==> src/rtl/spi_req_sequencer_if.sv <==
// Wishbone bus between the request sequencer (master) and the spi core slave port.
// The core interrupt travels alongside the bus signals.
interface spi_req_sequencer_if;
    logic [4:0]  m_adr_o;
    logic [31:0] m_dat_o;
    logic [31:0] m_dat_i;
    logic [3:0]  m_sel_o;
    logic        m_we_o;
    logic        m_stb_o;
    logic        m_cyc_o;
    logic        m_ack_i;
    logic        m_int_i;

    modport master (
        output m_adr_o, m_dat_o, m_sel_o, m_we_o, m_stb_o, m_cyc_o,
        input  m_dat_i, m_ack_i, m_int_i
    );

    modport slave (
        input  m_adr_o, m_dat_o, m_sel_o, m_we_o, m_stb_o, m_cyc_o,
        output m_dat_i, m_ack_i, m_int_i
    );
endinterface

==> src/rtl/spi_req_sequencer.sv <==
// Round-robin Wishbone master that runs complete spi core transfers for NREQ requesters.
// Build option SPI_REQ_SEQ_IRQ_EN: wait on the core interrupt instead of polling CTRL.
//
// state   | meaning
// IDLE    | no transfer, arbitrating req_i
// WR_DIV  | writing DIVIDE with the latched divider
// WR_SS   | writing SS, one-hot on the granted requester
// WR_TX   | writing TX_0
// WR_CTRL | writing CTRL with GO and ASS set
// WAIT    | polling CTRL.GO, or waiting for the core interrupt
// RD_RX   | reading RX_0 into rsp_rx_o
// DONE    | one-cycle ack (and error flag) to the granted requester
module spi_req_sequencer #(
    parameter int NREQ     = 4,
    parameter int POLL_MAX = 1023
) (
    input  logic                 clk,
    input  logic                 reset,
    input  logic [NREQ-1:0]      req_i,
    input  logic [NREQ*32-1:0]   req_tx_i,
    input  logic [NREQ*7-1:0]    req_len_i,
    input  logic [NREQ*3-1:0]    req_mode_i,
    input  logic [15:0]          cfg_div_i,
    output logic [NREQ-1:0]      req_ack_o,
    output logic [31:0]          rsp_rx_o,
    output logic                 rsp_err_o,
    output logic                 busy_o,
    spi_req_sequencer_if.master  bus
);
    localparam int GW = $clog2(NREQ);
    localparam int CW = $clog2(POLL_MAX + 1);
`ifdef SPI_REQ_SEQ_IRQ_EN
    localparam logic IE_BIT = 1'b1;
`else
    localparam logic IE_BIT = 1'b0;
`endif

    typedef enum logic [2:0] {
        IDLE, WR_DIV, WR_SS, WR_TX, WR_CTRL, WAIT, RD_RX, DONE
    } state_t;

    state_t        state_q, state_d;
    logic [GW-1:0] ptr_q, grant_q, pick, off, ptr_nxt;
    logic [GW:0]   sum, wrap;
    logic [2*NREQ-1:0] req_dbl;
    logic [NREQ-1:0]   req_rot;
    logic [31:0]   tx_q, rx_q;
    logic [6:0]    len_q;
    logic [2:0]    mode_q;
    logic [15:0]   div_q;
    logic          stb_q, stb_d;
    logic [CW-1:0] cnt_q, cnt_d;
    logic          err_q, err_d;
    logic          load, capture, acked, bus_state;
    logic [4:0]    acc_adr;
    logic [31:0]   acc_dat, ctrl_word;
    logic [3:0]    acc_sel;
    logic          acc_we;

    logic [31:0] tx_arr   [NREQ];
    logic [6:0]  len_arr  [NREQ];
    logic [2:0]  mode_arr [NREQ];

    for (genvar g = 0; g < NREQ; g++) begin : g_unpack
        assign tx_arr[g]   = req_tx_i[g*32 +: 32];
        assign len_arr[g]  = req_len_i[g*7 +: 7];
        assign mode_arr[g] = req_mode_i[g*3 +: 3];
    end

    // Rotate requests so bit 0 is the pointer position, then take the lowest set bit.
    assign req_dbl = {req_i, req_i} >> ptr_q;
    assign req_rot = req_dbl[NREQ-1:0];

    always_comb begin
        off = '0;
        for (int j = NREQ - 1; j >= 0; j--) begin
            if (req_rot[j]) off = GW'(j);
        end
    end

    assign sum     = {1'b0, ptr_q} + {1'b0, off};
    assign wrap    = sum - (GW+1)'(NREQ);
    assign pick    = (sum >= (GW+1)'(NREQ)) ? wrap[GW-1:0] : sum[GW-1:0];
    assign ptr_nxt = (pick == GW'(NREQ - 1)) ? '0 : pick + GW'(1);

    assign acked     = stb_q & bus.m_ack_i;
    assign ctrl_word = {18'b0, 1'b1, IE_BIT, mode_q, 1'b1, 1'b0, len_q};

    always_ff @(posedge clk or negedge reset) begin
        if (!reset) state_q <= IDLE;
        else        state_q <= state_d;
    end

    always_comb begin
        state_d = state_q;
        cnt_d   = cnt_q;
        err_d   = err_q;
        load    = 1'b0;
        capture = 1'b0;
        case (state_q)
            IDLE: begin
                if (|req_i) begin
                    load    = 1'b1;
                    state_d = WR_DIV;
                end
            end
            WR_DIV:  if (acked) state_d = WR_SS;
            WR_SS:   if (acked) state_d = WR_TX;
            WR_TX:   if (acked) state_d = WR_CTRL;
            WR_CTRL: if (acked) state_d = WAIT;
`ifdef SPI_REQ_SEQ_IRQ_EN
            WAIT: begin
                if (bus.m_int_i) begin
                    state_d = RD_RX;
                end else if (cnt_q == CW'(POLL_MAX - 1)) begin
                    cnt_d   = CW'(POLL_MAX);
                    err_d   = 1'b1;
                    state_d = RD_RX;
                end else begin
                    cnt_d = cnt_q + CW'(1);
                end
            end
`else
            WAIT: begin
                if (acked) begin
                    if (!bus.m_dat_i[8]) begin
                        state_d = RD_RX;
                    end else begin
                        cnt_d = cnt_q + CW'(1);
                        if (cnt_q == CW'(POLL_MAX - 1)) begin
                            err_d   = 1'b1;
                            state_d = RD_RX;
                        end
                    end
                end
            end
`endif
            RD_RX: begin
                if (acked) begin
                    capture = 1'b1;
                    state_d = DONE;
                end
            end
            DONE: begin
                cnt_d   = '0;
                err_d   = 1'b0;
                state_d = IDLE;
            end
            default: state_d = IDLE;
        endcase
    end

    always_comb begin
        acc_adr   = '0;
        acc_dat   = '0;
        acc_sel   = '0;
        acc_we    = 1'b0;
        bus_state = 1'b1;
        case (state_q)
            WR_DIV:  begin acc_adr = 5'h14; acc_sel = 4'b0011; acc_we = 1'b1; acc_dat = {16'b0, div_q}; end
            WR_SS:   begin acc_adr = 5'h18; acc_sel = 4'b0001; acc_we = 1'b1; acc_dat = 32'd1 << grant_q; end
            WR_TX:   begin acc_adr = 5'h00; acc_sel = 4'b1111; acc_we = 1'b1; acc_dat = tx_q; end
            WR_CTRL: begin acc_adr = 5'h10; acc_sel = 4'b0011; acc_we = 1'b1; acc_dat = ctrl_word; end
`ifdef SPI_REQ_SEQ_IRQ_EN
            WAIT:    bus_state = 1'b0;
`else
            WAIT:    begin acc_adr = 5'h10; acc_sel = 4'b1111; end
`endif
            RD_RX:   begin acc_adr = 5'h00; acc_sel = 4'b1111; end
            default: bus_state = 1'b0;
        endcase
    end

    // Strobe drops for one cycle after every ack, so each access starts from a low strobe.
    assign stb_d = bus_state & (stb_q ? ~bus.m_ack_i : 1'b1);

    always_ff @(posedge clk or negedge reset) begin
        if (!reset) begin
            stb_q   <= 1'b0;
            cnt_q   <= '0;
            err_q   <= 1'b0;
            ptr_q   <= '0;
            grant_q <= '0;
            tx_q    <= '0;
            len_q   <= '0;
            mode_q  <= '0;
            div_q   <= '0;
            rx_q    <= '0;
        end else begin
            stb_q <= stb_d;
            cnt_q <= cnt_d;
            err_q <= err_d;
            if (load) begin
                grant_q <= pick;
                ptr_q   <= ptr_nxt;
                tx_q    <= tx_arr[pick];
                len_q   <= len_arr[pick];
                mode_q  <= mode_arr[pick];
                div_q   <= cfg_div_i;
            end
            if (capture) rx_q <= bus.m_dat_i;
        end
    end

`ifndef SPI_REQ_SEQ_IRQ_EN
    logic unused_int;
    assign unused_int = bus.m_int_i;
`endif

    assign bus.m_cyc_o = stb_q;
    assign bus.m_stb_o = stb_q;
    assign bus.m_we_o  = stb_q & acc_we;
    assign bus.m_adr_o = stb_q ? acc_adr : '0;
    assign bus.m_sel_o = stb_q ? acc_sel : '0;
    assign bus.m_dat_o = (stb_q & acc_we) ? acc_dat : '0;

    assign req_ack_o = (state_q == DONE) ? ({{(NREQ-1){1'b0}}, 1'b1} << grant_q) : '0;
    assign rsp_err_o = (state_q == DONE) & err_q;
    assign busy_o    = (state_q != IDLE);
    assign rsp_rx_o  = rx_q;
endmodule

==> src/flat_wrapper.sv <==
// flat-port wrapper written by rule: the top's interface ports become plain ports
module spi_req_sequencer_flat 
#(
    parameter int NREQ     = 4,
    parameter int POLL_MAX = 1023
)
  (clk, reset, req_i, req_tx_i, req_len_i, req_mode_i, cfg_div_i, req_ack_o, rsp_rx_o, rsp_err_o, busy_o, bus_m_adr_o, bus_m_dat_o, bus_m_sel_o, bus_m_we_o, bus_m_stb_o, bus_m_cyc_o, bus_m_dat_i, bus_m_ack_i, bus_m_int_i);
  spi_req_sequencer_if bus_i ();
  input  logic clk;
  input  logic reset;
  input  logic [NREQ-1:0] req_i;
  input  logic [NREQ*32-1:0] req_tx_i;
  input  logic [NREQ*7-1:0] req_len_i;
  input  logic [NREQ*3-1:0] req_mode_i;
  input  logic [15:0] cfg_div_i;
  output logic [NREQ-1:0] req_ack_o;
  output logic [31:0] rsp_rx_o;
  output logic rsp_err_o;
  output logic busy_o;
  output wire logic [$bits(bus_i.m_adr_o)-1:0] bus_m_adr_o;
  output wire logic [$bits(bus_i.m_dat_o)-1:0] bus_m_dat_o;
  output wire logic [$bits(bus_i.m_sel_o)-1:0] bus_m_sel_o;
  output wire logic [$bits(bus_i.m_we_o)-1:0] bus_m_we_o;
  output wire logic [$bits(bus_i.m_stb_o)-1:0] bus_m_stb_o;
  output wire logic [$bits(bus_i.m_cyc_o)-1:0] bus_m_cyc_o;
  input wire logic [$bits(bus_i.m_dat_i)-1:0] bus_m_dat_i;
  input wire logic [$bits(bus_i.m_ack_i)-1:0] bus_m_ack_i;
  input wire logic [$bits(bus_i.m_int_i)-1:0] bus_m_int_i;
  assign bus_m_adr_o = bus_i.m_adr_o;
  assign bus_m_dat_o = bus_i.m_dat_o;
  assign bus_m_sel_o = bus_i.m_sel_o;
  assign bus_m_we_o = bus_i.m_we_o;
  assign bus_m_stb_o = bus_i.m_stb_o;
  assign bus_m_cyc_o = bus_i.m_cyc_o;
  assign bus_i.m_dat_i = bus_m_dat_i;
  assign bus_i.m_ack_i = bus_m_ack_i;
  assign bus_i.m_int_i = bus_m_int_i;
  spi_req_sequencer #(.NREQ(NREQ), .POLL_MAX(POLL_MAX)) u_core (.clk(clk), .reset(reset), .req_i(req_i), .req_tx_i(req_tx_i), .req_len_i(req_len_i), .req_mode_i(req_mode_i), .cfg_div_i(cfg_div_i), .req_ack_o(req_ack_o), .rsp_rx_o(rsp_rx_o), .rsp_err_o(rsp_err_o), .busy_o(busy_o), .bus(bus_i));
endmodule
==> config.mk <==
export PLATFORM = sky130hd
export DESIGN_NAME = spi_req_sequencer_flat
export DESIGN_NICKNAME = d
export VERILOG_FILES = /design/src/rtl/spi_req_sequencer_if.sv /design/src/rtl/spi_req_sequencer.sv /design/src/flat_wrapper.sv
export SDC_FILE = /design/constraint.sdc
export NUM_CORES = 1
export LEC_CHECK = 0
export ABC_AREA = 1
export CORE_MARGIN = 2
export CORE_UTILIZATION = 39
export DETAILED_ROUTE_END_ITERATION = 16
export PLACE_DENSITY = 0.89
export SYNTH_ARGS = -nofsm -noshare
export SYNTH_HDL_FRONTEND = slang
export SYNTH_SLANG_ARGS = --single-unit
==> constraint.sdc <==
create_clock -name clk -period 2.1 [get_ports clk]
set_clock_uncertainty 0.05 [all_clocks]
set_input_delay 0.315 -clock clk [delete_from_list [all_inputs] [get_ports clk]]
set_output_delay 0.315 -clock clk [all_outputs]
set_load 0.02 [all_outputs]
==> impl_metrics.yaml <==
outcome:
  status: "finished with violations"
  violations: "setup timing"
timing:
  tightest_slew_ns: 0.568
  slew_headroom_pct: 62.1
  setup_slack_ns: -0.353
  rsz0062_at_grt: "yes"
  period_minus_slack_ns: 2.45
  setup_viol: 65
  drv_slew: 0
  setup-tns-final_ns: -12.83
  fin_crit_sh_pct: 117
  hold_viol_final: 0
  clock.fmax_ghz: 0.408
layout:
  final_layout_size_suffix_gt1_share_pct: 43.0
  antenna_cells: 0
  finalNetCount: 1408
  fill_cells: 1194
  multi_input_area_um2: 4900
  area_growth_pct: 77.6
  register_area_um2: 2730
  stdcell_area_um2: 12900
critical_path:
  cp-start-kind: "register"
  arrival_ns: 2.66
  critPathMaxFanout: 9
  endpoint_kind: "register"
  crit_type: "reg2reg"
  worstPathRequired_ns: 2.31
clock_tree:
  htree_levels: 3
  cts.clk_slew.worst_paths_ns: 0.09
  numCtsBuffers: 9
  clk_latency_ns: 0.36
  clock_path_buffers: 2
  cts_tree: "yes"
  cts.sinks: 109
  root_buffer: "clkbuf_16"
yosys:
  synth_top_area_cell: "dfrtp_1"
  synth_edf_count: 0
  synthAdderAreaFrac_pct: 0.518
  synth_top_family_by_area: "simple AND/OR/NAND/NOR gates"
  netlist_area_um2: 7240
  yosys_most_used_dff: "dfrtp_1"
  synthDistinctLibCells: 43
  synth_xor_area_share_pct: 0.242
  synthSimpleGateAreaFrac_pct: 32.0
  synth_seq_area_share_pct: 37.7
  synth_warnings: 0
  avgSynthCellArea_um2: 9.00
  synth_mux_area_share_pct: 16.4
  synthArstFlopShare_pct: 100
  synth_seq_cells: 109
  synthCells: 805
  synth_compound_area_share_pct: 3.56
  synth_top_area_share_pct: 37.7
  synth_area_leaders: "dfrtp_1 (38%), mux2i_1 (12%), nand2_1 (8.9%)"
floorplanning:
  die_w_um: 140
  num_rows: 49
  core_area_um2: 18100
  initial_core_util_pct: 40.0
  ioPinCount: 306
  die_y_um: 140
  fp.dieArea_um2: 19700
global_routing:
  grt_pass1_wl_um: 43800
  grt_max_degree: 62
  grt_util_all_layers_pct: 28.6
  gr-total-overflow: 0
  antenna_found_initial: 0
  grt_pass1_vias: 8129
detailed_routing:
  drt_iter0_drc: 517
  vias_per_cell: 5.54
  wire_per_inst_um: 21.9
  post-route-drc-count: 0
  firstDrtPassIters: 5
  ant_nets: 0
  drt-total-wl_um: 31000
  via_count: 7842
place:
  dpl_cell_area_um2: 10700
  io_buffers: 302
  place_congestion: 0.924
  dp_hpwl_um: 18700
  pre_cts_slack_ns: -0.545
hold_path:
  min_path_type: "reg2reg"
power_and_ir_drop:
  p_leak_nw: 5.77
  total_power_mw: 25.2
  p_per_area_nw_per_um2: 1960
  peakVddDrop_mv: 1.42
flow_run:
  drv_cap: 0
==> synthesized netlist by cell type (2+ instances only) <==
cell type and number:
o21ai_0 4, inv_1 40, nand2_2 88, ha_1 3, dlymetal6s2s_1 2, o31ai_1 2
nand3_1 85, mux2_2 30, o21a_1 3, a41oi_1 3, nor2_2 6, buf_2 13
a31oi_1 8, nor3_1 8, nor2_1 28, nand3_2 41, nand2_8 2, nand2_1 171
mux2i_1 84, buf_4 8, clkbuf_8 15, buf_8 2, a22oi_1 5, dfrtp_1 109
nand2_4 2, clkbuf_1 6, nor3_2 2, a21oi_1 10, inv_2 8, buf_12 4
==> cells by family (layout without fill, tap and decap cells) <==
logic type / Yosys count / in the layout
buffers and inverters: 100 / 479
xor gates and xnor gates: 2 / 2
other: 1 / 2
AOI/OAI and AO/OA: 40 / 40
muxes: 115 / 115
adders and majority gates: 3 / 3
DFF: 109 / 109
and+or+nand+nor: 435 / 436
==> worst max-delay path, stage by stage (launching register included) <==
cell      delay [ns]
dfrtp_2         0.47
clkinv_4        0.12
nand2_4         0.10
nand3_2         0.08
nand2_2         0.09
nand3_2         0.10
a21boi_4        0.17
ha_4            0.21
buf_12          0.13
buf_6           0.19
mux2i_1         0.32
nand3_2         0.13
nand3_1         0.13
nand2_1         0.07
==> timing repair <==
action / 4_1_cts / 5_1_grt
pin swaps: 49 / 57
cloned: 11 / 3
buffers inserted: 32 / 12
endpoints found under the hold margin: 37 / 0
resized for setup: 361 / 182
setup endpoints to repair: 92 / 88
hold buffers: 1 / 0
==> per-stage QoR <==
stage	std cells	hold slack, ns	util (%)
floorplan	806	-0.0306	-
global placement	1351	0.300	59.3
detailed placement	1351	0.302	59.3
CTS	1410	0.435	67.3
global route	1415	0.446	71.1
finish	1415	0.434	71.1
==> where the power goes <==
group	switching (mW)	internal [mW]
Sequential	0.835	3.08
Clock	0.873	1.06
Combinational	10.2	9.08
Total	12.0	13.2
==> path summary, 6_finish.rpt <==
kind,cells after the start,start,slack [ns],to
max in group asynchronous,3,reset,0.89,u_core.tx_q[13]
min in group asynchronous,2,reset,0.44,u_core.cnt_q[6]
setup reg to reg,13,u_core.ptr_q[0],-0.35,u_core.tx_q[16]
setup / recovery,13,u_core.ptr_q[0],-0.35,u_core.tx_q[16]
hold reg to reg,2,u_core.div_q[6],0.43,u_core.div_q[6]
hold / removal,2,u_core.div_q[6],0.43,u_core.div_q[6]
==> state kept, by name (all words and copies together) (netlist names) <==
| register | cells |
|---|---|
| u_core.len_q | 7 |
| u_core.cnt_q | 10 |
| u_core.ptr_q | 2 |
| u_core.div_q | 16 |
| u_core.bus.m_cyc_o | 1 |
| u_core.err_q | 1 |
| u_core.rsp_rx_o | 32 |
| u_core.state_q | 3 |
| u_core.tx_q | 32 |
| u_core.grant_q | 2 |
| u_core.mode_q | 3 |
==> final cells by class <==
| cell class | instances | area share (%) |
|---|---|---|
| well taps | 229 | 2.23 |
| clock buffers | 9 | 1.75 |
| clock inverters | 7 | 0.817 |
| repair buffers | 414 | 34.2 |
| flip-flops and latches | 109 | 21.3 |
| inverters | 49 | 1.57 |
| multi-input cells | 598 | 38.1 |
==> metal layers <==
| metal | up-vias | GRT usage, % | share of wire (%) |
|---|---|---|---|
| met5 | - | 0 | 0 |
| met4 | 0 | 16.0 | 7.6 |
| met3 | 161 | 5.98 | 7.5 |
| met2 | 525 | 49.1 | 50 |
| met1 | 3741 | 33.4 | 35 |
| li1 | 3415 | - | - |
==> cell usage in the layout, fill, tap and decap left out, types with 4 or more instances in the layout <==
cell / netlist / final
clkdlybuf4s50_1: 0 / 255
nand2_1: 171 / 157
dfrtp_1: 109 / 104
nand3_2: 41 / 83
nand2_2: 88 / 81
mux2i_1: 84 / 58
buf_6: 1 / 56
buf_4: 8 / 54
mux2_2: 30 / 30
nand3_1: 85 / 25
nand2_4: 2 / 23
buf_12: 4 / 23
inv_2: 8 / 22
inv_1: 40 / 22
nor2_1: 28 / 21
nand3_4: 1 / 19
mux2i_2: 0 / 16
clkbuf_16: 0 / 12
mux2i_4: 0 / 10
buf_2: 13 / 10
nor2_4: 0 / 7
a21oi_1: 10 / 7
nor2_2: 6 / 6
a31oi_4: 0 / 6
buf_8: 2 / 6
nor3_1: 8 / 5
dfrtp_2: 0 / 5
clkinv_4: 1 / 4
nor3_2: 2 / 4
a22oi_2: 0 / 4
buf_16: 0 / 4
No activity file was read; power rests on OpenSTA's default activity.
